### src/rtl/func_pkg.sv
`default_nettype none
// ============================================================================
//  Module   : func_pkg
//  Purpose  : Shared widths, coefficient-set type, reset coefficients and the
//             saturating narrow helper for the cubic curve evaluator.
//  Revision : 1.0 - initial release
// ============================================================================
package func_pkg;

   localparam int COEFW = 16;   // coefficient width, signed Q8.8
   localparam int FRACW = 8;    // fractional bits in coefficients and results
   localparam int SATW  = 32;   // width every Horner intermediate is pinned to
   localparam int WIDEW = 64;   // carrier width for full-precision values

   typedef struct packed {
      logic signed [COEFW-1:0] a;
      logic signed [COEFW-1:0] b;
      logic signed [COEFW-1:0] c;
      logic signed [COEFW-1:0] d;
   } coef_t;

   // Power-up curve is y = x: only the linear term is 1.0.
   localparam coef_t c_coef_rst = '{
      a: '0,
      b: '0,
      c: COEFW'(1 << FRACW),
      d: '0
   };

   // Clamp a full-precision signed value into SATW bits instead of wrapping.
   // In range exactly when every bit from the SATW-1 position upward agrees.
   function automatic logic signed [SATW-1:0] sat(input logic signed [WIDEW-1:0] v);
      logic [WIDEW-SATW:0] top;
      top = v[WIDEW-1:SATW-1];
      if ((&top) || !(|top))
         sat = v[SATW-1:0];
      else if (v[WIDEW-1])
         sat = {1'b1, {(SATW-1){1'b0}}};
      else
         sat = {1'b0, {(SATW-1){1'b1}}};
   endfunction

endpackage
`default_nettype wire

### src/rtl/horner_stage.sv
`default_nettype none
// ============================================================================
//  Module   : horner_stage
//  Purpose  : One registered Horner step, h_out = sat(h_in * x + k), carrying
//             x, y and the coefficient snapshot alongside the result so later
//             stages see the same sample and the same coefficient set.
//  Revision : 1.0 - initial release
// ============================================================================
module horner_stage
   import func_pkg::*;
#(
   parameter int HW    = COEFW,
   parameter int CORDW = 12
) (
   input  logic                    clk,
   input  logic                    rst_n,
   input  logic signed [HW-1:0]    h_in,
   input  logic signed [COEFW-1:0] k,
   input  logic signed [CORDW-1:0] x_in,
   input  logic signed [CORDW-1:0] y_in,
   input  coef_t                   coef_in,
   output logic signed [SATW-1:0]  h_out,
   output logic signed [CORDW-1:0] x_out,
   output logic signed [CORDW-1:0] y_out,
   output coef_t                   coef_out
);

   localparam int c_pw = HW + CORDW;   // exact product width
   localparam int c_sw = c_pw + 1;     // exact sum width

   logic signed [c_pw-1:0] w_prod;
   logic signed [c_sw-1:0] w_sum;

   // Both operands sign-extended to the product width so the low c_pw bits
   // of the multiply are the exact signed product.
   assign w_prod = $signed({{CORDW{h_in[HW-1]}}, h_in}) *
                   $signed({{HW{x_in[CORDW-1]}}, x_in});
   assign w_sum  = {w_prod[c_pw-1], w_prod} + {{(c_sw-COEFW){k[COEFW-1]}}, k};

   // Register the saturated step result together with its sample context.
   always_ff @(posedge clk) begin
      if (!rst_n) begin
         h_out    <= '0;
         x_out    <= '0;
         y_out    <= '0;
         coef_out <= '0;
      end else begin
         h_out    <= sat({{(WIDEW-c_sw){w_sum[c_sw-1]}}, w_sum});
         x_out    <= x_in;
         y_out    <= y_in;
         coef_out <= coef_in;
      end
   end

endmodule
`default_nettype wire

### src/rtl/func_cubic.sv
`default_nettype none
// ============================================================================
//  Module   : func_cubic
//  Purpose  : Three-stage Horner evaluator of f(x) = a*x^3 + b*x^2 + c*x + d
//             that flags screen points within THICK pixels of the curve.
//             Coefficients are double-buffered and swap only on frame.
//             r reflects the sample presented three clock edges earlier.
//  Revision : 1.0 - initial release
// ============================================================================
module func_cubic
   import func_pkg::*;
#(
   parameter int CORDW = 12,
   parameter int THICK = 1
) (
   input  logic                    clk,
   input  logic                    rst_n,
   input  logic signed [CORDW-1:0] x,
   input  logic signed [CORDW-1:0] y,
   input  logic signed [COEFW-1:0] coef_a,
   input  logic signed [COEFW-1:0] coef_b,
   input  logic signed [COEFW-1:0] coef_c,
   input  logic signed [COEFW-1:0] coef_d,
   input  logic                    coef_load,
   input  logic                    frame,
   output logic                    coef_pending,
   output logic                    r
);

   localparam int                   c_pw3       = SATW + CORDW;
   localparam int                   c_sw3       = c_pw3 + 1;
   localparam logic signed [SATW:0] c_thick     = (SATW+1)'(THICK);
   localparam logic signed [SATW:0] c_thick_neg = -c_thick;

   coef_t                   r_active;
   coef_t                   r_shadow;
   logic                    r_pending;
   logic [2:0]              r_valid;

   coef_t                   w_coef_in;
   coef_t                   w_coef2;
   coef_t                   w_coef3;
   logic signed [SATW-1:0]  w_h1;
   logic signed [SATW-1:0]  w_h2;
   logic signed [CORDW-1:0] w_x2;
   logic signed [CORDW-1:0] w_y2;
   logic signed [CORDW-1:0] w_x3;
   logic signed [CORDW-1:0] w_y3;
   logic signed [c_pw3-1:0] w_prod3;
   logic signed [c_sw3-1:0] w_sum3;
   logic signed [SATW-1:0]  w_f;
   logic signed [SATW-1:0]  w_fi;
   logic signed [SATW:0]    w_diff;
   logic                    w_on;
   logic                    w_unused;

   assign w_coef_in    = '{a: coef_a, b: coef_b, c: coef_c, d: coef_d};
   assign coef_pending = r_pending;

   // Shadow/active coefficient banks: a frame commits whatever was pending
   // before this edge, while a simultaneous load refills the shadow.
   always_ff @(posedge clk) begin
      if (!rst_n) begin
         r_active  <= c_coef_rst;
         r_shadow  <= c_coef_rst;
         r_pending <= 1'b0;
      end else begin
         if (frame && r_pending)
            r_active <= r_shadow;
         if (coef_load)
            r_shadow <= w_coef_in;
         r_pending <= coef_load || (r_pending && !frame);
      end
   end

   horner_stage #(
      .HW    (COEFW),
      .CORDW (CORDW)
   ) u_s1 (
      .clk      (clk),
      .rst_n    (rst_n),
      .h_in     (r_active.a),
      .k        (r_active.b),
      .x_in     (x),
      .y_in     (y),
      .coef_in  (r_active),
      .h_out    (w_h1),
      .x_out    (w_x2),
      .y_out    (w_y2),
      .coef_out (w_coef2)
   );

   horner_stage #(
      .HW    (SATW),
      .CORDW (CORDW)
   ) u_s2 (
      .clk      (clk),
      .rst_n    (rst_n),
      .h_in     (w_h1),
      .k        (w_coef2.c),
      .x_in     (w_x2),
      .y_in     (w_y2),
      .coef_in  (w_coef2),
      .h_out    (w_h2),
      .x_out    (w_x3),
      .y_out    (w_y3),
      .coef_out (w_coef3)
   );

   // Final Horner step uses the d captured with this sample, then drops the
   // fraction with an arithmetic shift so negative values floor.
   assign w_prod3 = $signed({{CORDW{w_h2[SATW-1]}}, w_h2}) *
                    $signed({{SATW{w_x3[CORDW-1]}}, w_x3});
   assign w_sum3  = {w_prod3[c_pw3-1], w_prod3} +
                    {{(c_sw3-COEFW){w_coef3.d[COEFW-1]}}, w_coef3.d};
   assign w_f     = sat({{(WIDEW-c_sw3){w_sum3[c_sw3-1]}}, w_sum3});
   assign w_fi    = w_f >>> FRACW;
   assign w_diff  = {w_fi[SATW-1], w_fi} - {{(SATW+1-CORDW){w_y3[CORDW-1]}}, w_y3};
   assign w_on    = (w_diff <= c_thick) && (w_diff >= c_thick_neg);

   // Only d and the last valid bit are consumed past stage two.
   assign w_unused = ^{w_coef3.a, w_coef3.b, w_coef3.c, r_valid[2]};

   // Valid tracking and the draw flag: r stays low until a real sample has
   // crossed both Horner stages after reset.
   always_ff @(posedge clk) begin
      if (!rst_n) begin
         r_valid <= 3'b000;
         r       <= 1'b0;
      end else begin
         r_valid <= {r_valid[1:0], 1'b1};
         r       <= r_valid[1] && w_on;
      end
   end

endmodule
`default_nettype wire

### config.mk
export PLATFORM = sky130hd
export DESIGN_NAME = func_cubic
export DESIGN_NICKNAME = d
export VERILOG_FILES = /design/src/rtl/func_pkg.sv /design/src/rtl/horner_stage.sv /design/src/rtl/func_cubic.sv
export SDC_FILE = /design/constraint.sdc
export NUM_CORES = 2
export LEC_CHECK = 0
export BUFFER_PORTS_ARGS = -buffer_cell sky130_fd_sc_hd__buf_2
export CORE_MARGIN = 1.5
export CORE_UTILIZATION = 45
export CTS_CLUSTER_SIZE = 28
export DETAILED_ROUTE_END_ITERATION = 8
export GPL_TIMING_DRIVEN = 0
export MAX_ROUTING_LAYER = met4
export PLACE_DENSITY = 0.66
export RECOVER_POWER = 50
export SYNTH_ARGS = -nofsm -noshare
export SYNTH_HDL_FRONTEND = slang
export SYNTH_SLANG_ARGS = --single-unit
### constraint.sdc
create_clock -name clk -period 8.9 [get_ports clk]
set_input_delay 1.78 -clock clk [delete_from_list [all_inputs] [get_ports clk]]
set_output_delay 1.78 -clock clk [all_outputs]
set_load 0.03 [all_outputs]
After elaboration in Yosys (flattened, before gate mapping)
Cells that the tools add are included.

storage, ports and cells
  register bits after elaboration = 289
  input port bits = 92
  output and inout bits = 2
  logic and storage cells = 49

cells by class
  $add $sub $neg = 4
  multipliers = 3
  magnitude comparators = 2
  mux-type cells = 5
  reduce and logical (&&, ||, !) cells = 14

operators by type and width
  kind                 number
  $mux 32              4
  $add 44x16->45       1
  $mul 32x12->44       1
  $add 41x16->42       1
  $mul 29x12->41       1
  $add 28x16->29       1
  $mul 16x12->28       1
  $reduce_and 14->1    2
  $reduce_or 14->1     2
  $ge 25x1->1 const B  1
  $le 25x2->1 const B  1
  $sub 24x12->25       1
  $logic_and 1x1->1    4
  $logic_not 1->1      3
  $logic_or 1x1->1     3
  $mux 1               1

Longest topological paths before layout
  depth in word-level cells = 10
  depth in mapped cells = 38
  mapped depth without buffers = 36

Cells and area by module
A second synthesis with hierarchy kept.

second synthesis, totals
  cells, all modules = 5160
  area, all modules = 48641.7 µm²

modules (own cells, without submodules)
  module                instances  cells each  area an instance (µm²)  sequential area each (µm²)
  func_cubic            1          2202        20098.0                 2642.5
  horner_stage at u_s2  1          1832        17586.9                 2402.3
  horner_stage at u_s1  1          1126        10956.8                 2342.2

Least setup slack after synthesis
OpenSTA, ideal clock, no wires.

  kind = reg2reg
  from = reg u_s2.coef_out[15] in the netlist's numbering
  to = reg r
  setup time = 0.058 ns
  data arrival time = 9.419 ns
  data required time = 8.842 ns
  path slack = -0.577 ns
  cell stages (with the launch flop) = 34
  buffers on the path = 1
  clock period less this slack = 9.477 ns
  cell sequence = dfxtp_1 inv_1 fa_1 inv_1 fa_1 fa_1 fa_1 ha_1 ha_1 o21a_1 o221ai_1 o211ai_1 a21o_1 o31ai_4 o211ai_1 a31oi_1 xnor2_1 nand4_1 o41ai_4 buf_2 a21oi_1 ha_1 fa_1 nor2b_4 o21ai_2 and2b_1 xnor2_1 or4_4 nor3b_2 o2111ai_1 or4_1 or4_1 nor4b_2 mux2_2

on the way
  cells in the longest elaborated chain, start to end = 9
  elaborated cells on any way between the ends = 12
  classes of those cells = 2 x add/sub; 2 x order compare; 2 x mux; 6 x reduce/logical

RTL lines
  item                                        RTL line            text
  start: declaration                          horner_stage.sv:25  output coef_t coef_out
  start signal: assignment                    horner_stage.sv:51  coef_out <= coef_in;
  $add 44x16->45 (*)                          func_cubic.sv:114   assign w_sum3 = {w_prod3[c_pw3-1], w_prod3} +
  $reduce_or 14->1                            func_pkg.sv:35      if ((&top) || !(|top))
  $logic_not 1->1                             func_pkg.sv:35
  $logic_or 1x1->1                            func_pkg.sv:35
  $mux 32 (*)                                 func_pkg.sv:35
  $sub 24x12->25 (*)                          func_cubic.sv:118   assign w_diff = {w_fi[SATW-1], w_fi} - {{(SATW+1-CORDW){w_y3[CORDW-1]}}, w_y3};
  $le 25x2->1 or $ge 25x1->1 (tied branches)  func_cubic.sv:119   assign w_on = (w_diff <= c_thick) && (w_diff >= c_thick_neg);
  $logic_and 1x1->1 (*)                       func_cubic.sv:119
  $logic_and 1x1->1 (*)                       func_cubic.sv:132   r <= r_valid[1] && w_on;
  end signal: assignment                      func_cubic.sv:132
  end: declaration                            func_cubic.sv:27    output logic r

Every way passes the cells marked *; elsewhere a longest branch is shown, timed or not.
A chain may end at the register's enable or synchronous reset.

Worst setup path in the final report
  from = reg u_s2.x_out[9]
  to = reg r

on the way
  cells in the longest elaborated chain, start to end = 10
  elaborated cells on any way between the ends = 13
  classes of those cells = 2 x add/sub; 1 x mul; 2 x order compare; 2 x mux; 6 x reduce/logical

RTL lines
  item                                        RTL line            text
  start: declaration                          horner_stage.sv:23  output logic signed [CORDW-1:0] x_out,
  start signal: assignment                    horner_stage.sv:49  x_out <= x_in;
  $mul 32x12->44 (*)                          func_cubic.sv:112   assign w_prod3 = $signed({{CORDW{w_h2[SATW-1]}}, w_h2}) *
  $add 44x16->45 (*)                          func_cubic.sv:114
  $reduce_or 14->1                            func_pkg.sv:35
  $logic_not 1->1                             func_pkg.sv:35
  $logic_or 1x1->1                            func_pkg.sv:35
  $mux 32 (*)                                 func_pkg.sv:35
  $sub 24x12->25 (*)                          func_cubic.sv:118
  $le 25x2->1 or $ge 25x1->1 (tied branches)  func_cubic.sv:119
  $logic_and 1x1->1 (*)                       func_cubic.sv:119
  $logic_and 1x1->1 (*)                       func_cubic.sv:132

Marked as above.

==> results by group <==
Pwr
  • Clock power frac: 0.127
  • VDD IR-drop max: about 160 uV
  • Comb pwr share: 0.736
  • Total power: roughly 11 mW
  • Sw frac: 0.484
  • P_sw: 5.47 mW
  • Seq pwr share: 0.137
  • LEAKAGE: approximately 23 nW
  • Power Density: about 230 mW/mm^2
  • Cell internal pwr: between 5 and 6 mW

Yosys
  • Share of the synthesized area in the top cell type: 0.419
  • Top-count cell post-synth: fa_1
  • Synth Instances: 4720
  • Top_reg_cell synth: dfxtp_1
  • Cell taking the most area after synthesis: fa_1
  • Seq/Total Area, Yosys: 0.132
  • Yosys warns: 0
  • Synthesized area: approximately 0.044 mm^2
  • Synth cell count leaders: 916 x fa_1, 805 x inv_1, 744 x nand2_1, 412 x and2_1, 302 x ha_1
  • Flip-flop and latch count after synthesis: around 290
  • Post-synth EDFFs: 0
  • Syn_area_per_cell: about 9.3 um^2
  • Post-synth ARST share: 0
  • Synth cell types: 77
  • Post-synthesis net count: about 6000
  • Top cells by area, synth: fa_1 42%, dfxtp_1 13%, ha_1 8.6%

Timing
  • Skew final: ~0.028 ns
  • RSZ-0062 raised after global routing: yes
  • Worst slew margin: 0.0768
  • Worst hold margin: between 0.4 and 0.5 ns
  • Pins Over Slew Limit: 0
  • Period utilization: 1.10
  • Fmax: approximately 100 MHz
  • Worst-margin pin slew: 1.38 ns
  • Final Hold Viols: 0
  • Post-route setup slack: -0.897 ns
  • Final setup viols: 1
  • Crit path time final: 9.80 ns

Worst setup path
  • Critical path capture point type: flop
  • Bufs and invs on worst path: 6
  • Max stage delay cell, worst path: fa_1
  • Kind of critical path: reg2reg
  • Top cell family by delay on the critical path: adder cells
  • CP dominant cell by count: fa_1
  • CP arrival: between 10 and 15 ns
  • WP data required: approximately 9.4 ns
  • Worst-path fanout max: 10
  • CP Launch Type: flop
  • Max stage delay on crit path: 0.53 ns

GRT
  • GRT Util Overall: 0.228
  • Antenna violations before repair: 1
  • Aggregate global routing overflow: 0
  • Largest net degree at the start of global routing: 18
  • First-pass GRT wire length: ~170000 um
  • Vias in the first global route: roughly 34000

Routing
  • Antenna-violating nets left: 0
  • Vias per inst: 5.10
  • WL/cell: roughly 17 um
  • Detailed-route DRC error count: 0
  • Drt pass-1 iters: 5
  • Post-Route WL: 106000 um
  • Initial DRC count: between 1000 and 1500
  • Total number of vias: approximately 31000

Worst hold path
  • Worst Hold Class: reg2reg

Die
  • IO Pins: 94
  • Row count: about 110
  • Die height: 315 um
  • Die width: approximately 310 um
  • Starting Density: 0.454
  • Full die area: just under 0.1 mm^2
  • Core Area: a little under 0.1 mm^2

Clock network
  • TritonCTS clock tree: built
  • Clk Latency, worst-skew pair: 0.57 ns
  • CTS Hold Buffers Added: 0
  • H-Tree Depth: 2
  • Number of CTS-inserted buffers: 34
  • Root buffer cell: clkbuf_16
  • CTS Buffer Depth: 3
  • Sink Count: about 290
  • Reg clk slew, reported paths: about 0.060 ns

Final layout
  • Area growth from synthesis to layout: 9.91%
  • Nets: around 6200
  • Share of layout cells above drive strength 1: 0.0722
  • N_diodes: 0
  • Non-filler cells, final: 6165
  • Final instance area: around 0.048 mm^2
  • Fillers: approximately 9000

Run status
  • Outcome: complete, but fails checks
  • Violated checks: negative setup slack

Place
  • GP Congestion: around 0.9
  • IO buf count: 85
  • Post-DP HPWL: between 90000 and 100000 um
  • Inst Count DP: slightly above 6000
  • Placed Area: about 0.046 mm^2

Flow run
  • Maxcap violations: 0
## flip-flops by register name, indices dropped and copies added (netlist names)
name and flops:
r_active 64, r_shadow 64, u_s1.coef_out 32, u_s2.h_out 32, u_s1.h_out 29, u_s2.coef_out 16, u_s1.x_out 12, u_s1.y_out 12
u_s2.x_out 12, u_s2.y_out 12, r_valid 2, coef_pending 1, r 1
## area by class of cell
| cell class | count | area [um^2] | area share |
|---|---|---|---|
| Multi-Input combinational cell | 3384 | 34600 | 0.718 |
| Clock buffer | 42 | 962 | 0.0200 |
| Tap cell | 1276 | 1600 | 0.0332 |
| Sequential cell | 289 | 5820 | 0.121 |
| Timing Repair Buffer | 111 | 671 | 0.0139 |
| Clock inverter | 17 | 199 | 0.00413 |
| Buffer | 240 | 1290 | 0.0269 |
| Inverter | 806 | 3030 | 0.0630 |
## routing by layer
metal,wire (um),track usage,vias up
li1,-,-,14617
met4,4270,0.0838,0
met3,4860,0.0276,199
met1,45100,0.279,15875
met2,51800,0.386,756
met5,0,-,-
## placed cells by master (no fill, tap or decap), types with 42 or more instances in the layout
| cell | count |
|---|---|
| fa_1 | 908 |
| xor2_1 | 42 |
| nand2_1 | 743 |
| inv_1 | 804 |
| nor2_1 | 174 |
| clkbuf_1 | 159 |
| dfxtp_1 | 276 |
| mux2i_1 | 69 |
| nand2b_1 | 57 |
| and2_1 | 361 |
| a21oi_1 | 147 |
| and2_0 | 48 |
| buf_2 | 92 |
| ha_1 | 284 |
| xnor2_1 | 80 |
| a21o_1 | 65 |
## stage by stage
stage           util  setup slack (ns)  TNS (ns)
4_1_cts        0.497            -0.881    -0.881
2_1_floorplan      -           -0.0649   -0.0649
5_1_grt        0.498             -1.22     -1.22
6_report       0.498            -0.897    -0.897
3_3_place_gp   0.479             -2.52     -3.07
3_5_place_dp   0.479             -2.60     -3.52
## cell families (layout without fill, tap and decap cells)
group | Yosys count | after routing | share of synthesized area
AOI/OAI and AO/OA | 425 | 425 | 0.0636
DFF | 289 | 289 | 0.132
muxes | 70 | 70 | 0.0160
adders and majority gates | 1218 | 1218 | 0.505
buffers and inverters | 1047 | 1216 | 0.0900
and+or+nand+nor | 1547 | 1547 | 0.168
xor gates and xnor gates | 124 | 124 | 0.0248
## power groups by stage
stage	clock (mW)	combinational, mW	sequential, mW
after floorplan	0	6.20	1.53
after detailed placement	0	7.92	1.57
final	1.43	8.31	1.55
after global placement	0	7.80	1.57
after global routing	1.51	9.38	1.56
after CTS	1.47	8.24	1.54
## worst paths after layout
check	start	end	slack, ns	cells past startpoint
worst max-delay path	u_s2.x_out[9]$_SDFF_PN0_	r$_SDFF_PN0_	-0.90	37
worst min-delay path	u_s1.y_out[11]$_SDFF_PN0_	u_s2.y_out[11]$_SDFF_PN0_	0.42	1
worst max register to register	u_s2.x_out[9]$_SDFF_PN0_	r$_SDFF_PN0_	-0.90	37
worst min register to register	u_s1.y_out[11]$_SDFF_PN0_	u_s2.y_out[11]$_SDFF_PN0_	0.42	1
## what timing repair did
action,4_1_cts,5_1_grt
setup buffers,21,5
cloned,0,0
pin swaps,31,16
hold endpoints to repair,0,0
endpoints found under the setup margin,2,34
gates resized for setup,113,36
(Power assumes the default switching activity.)
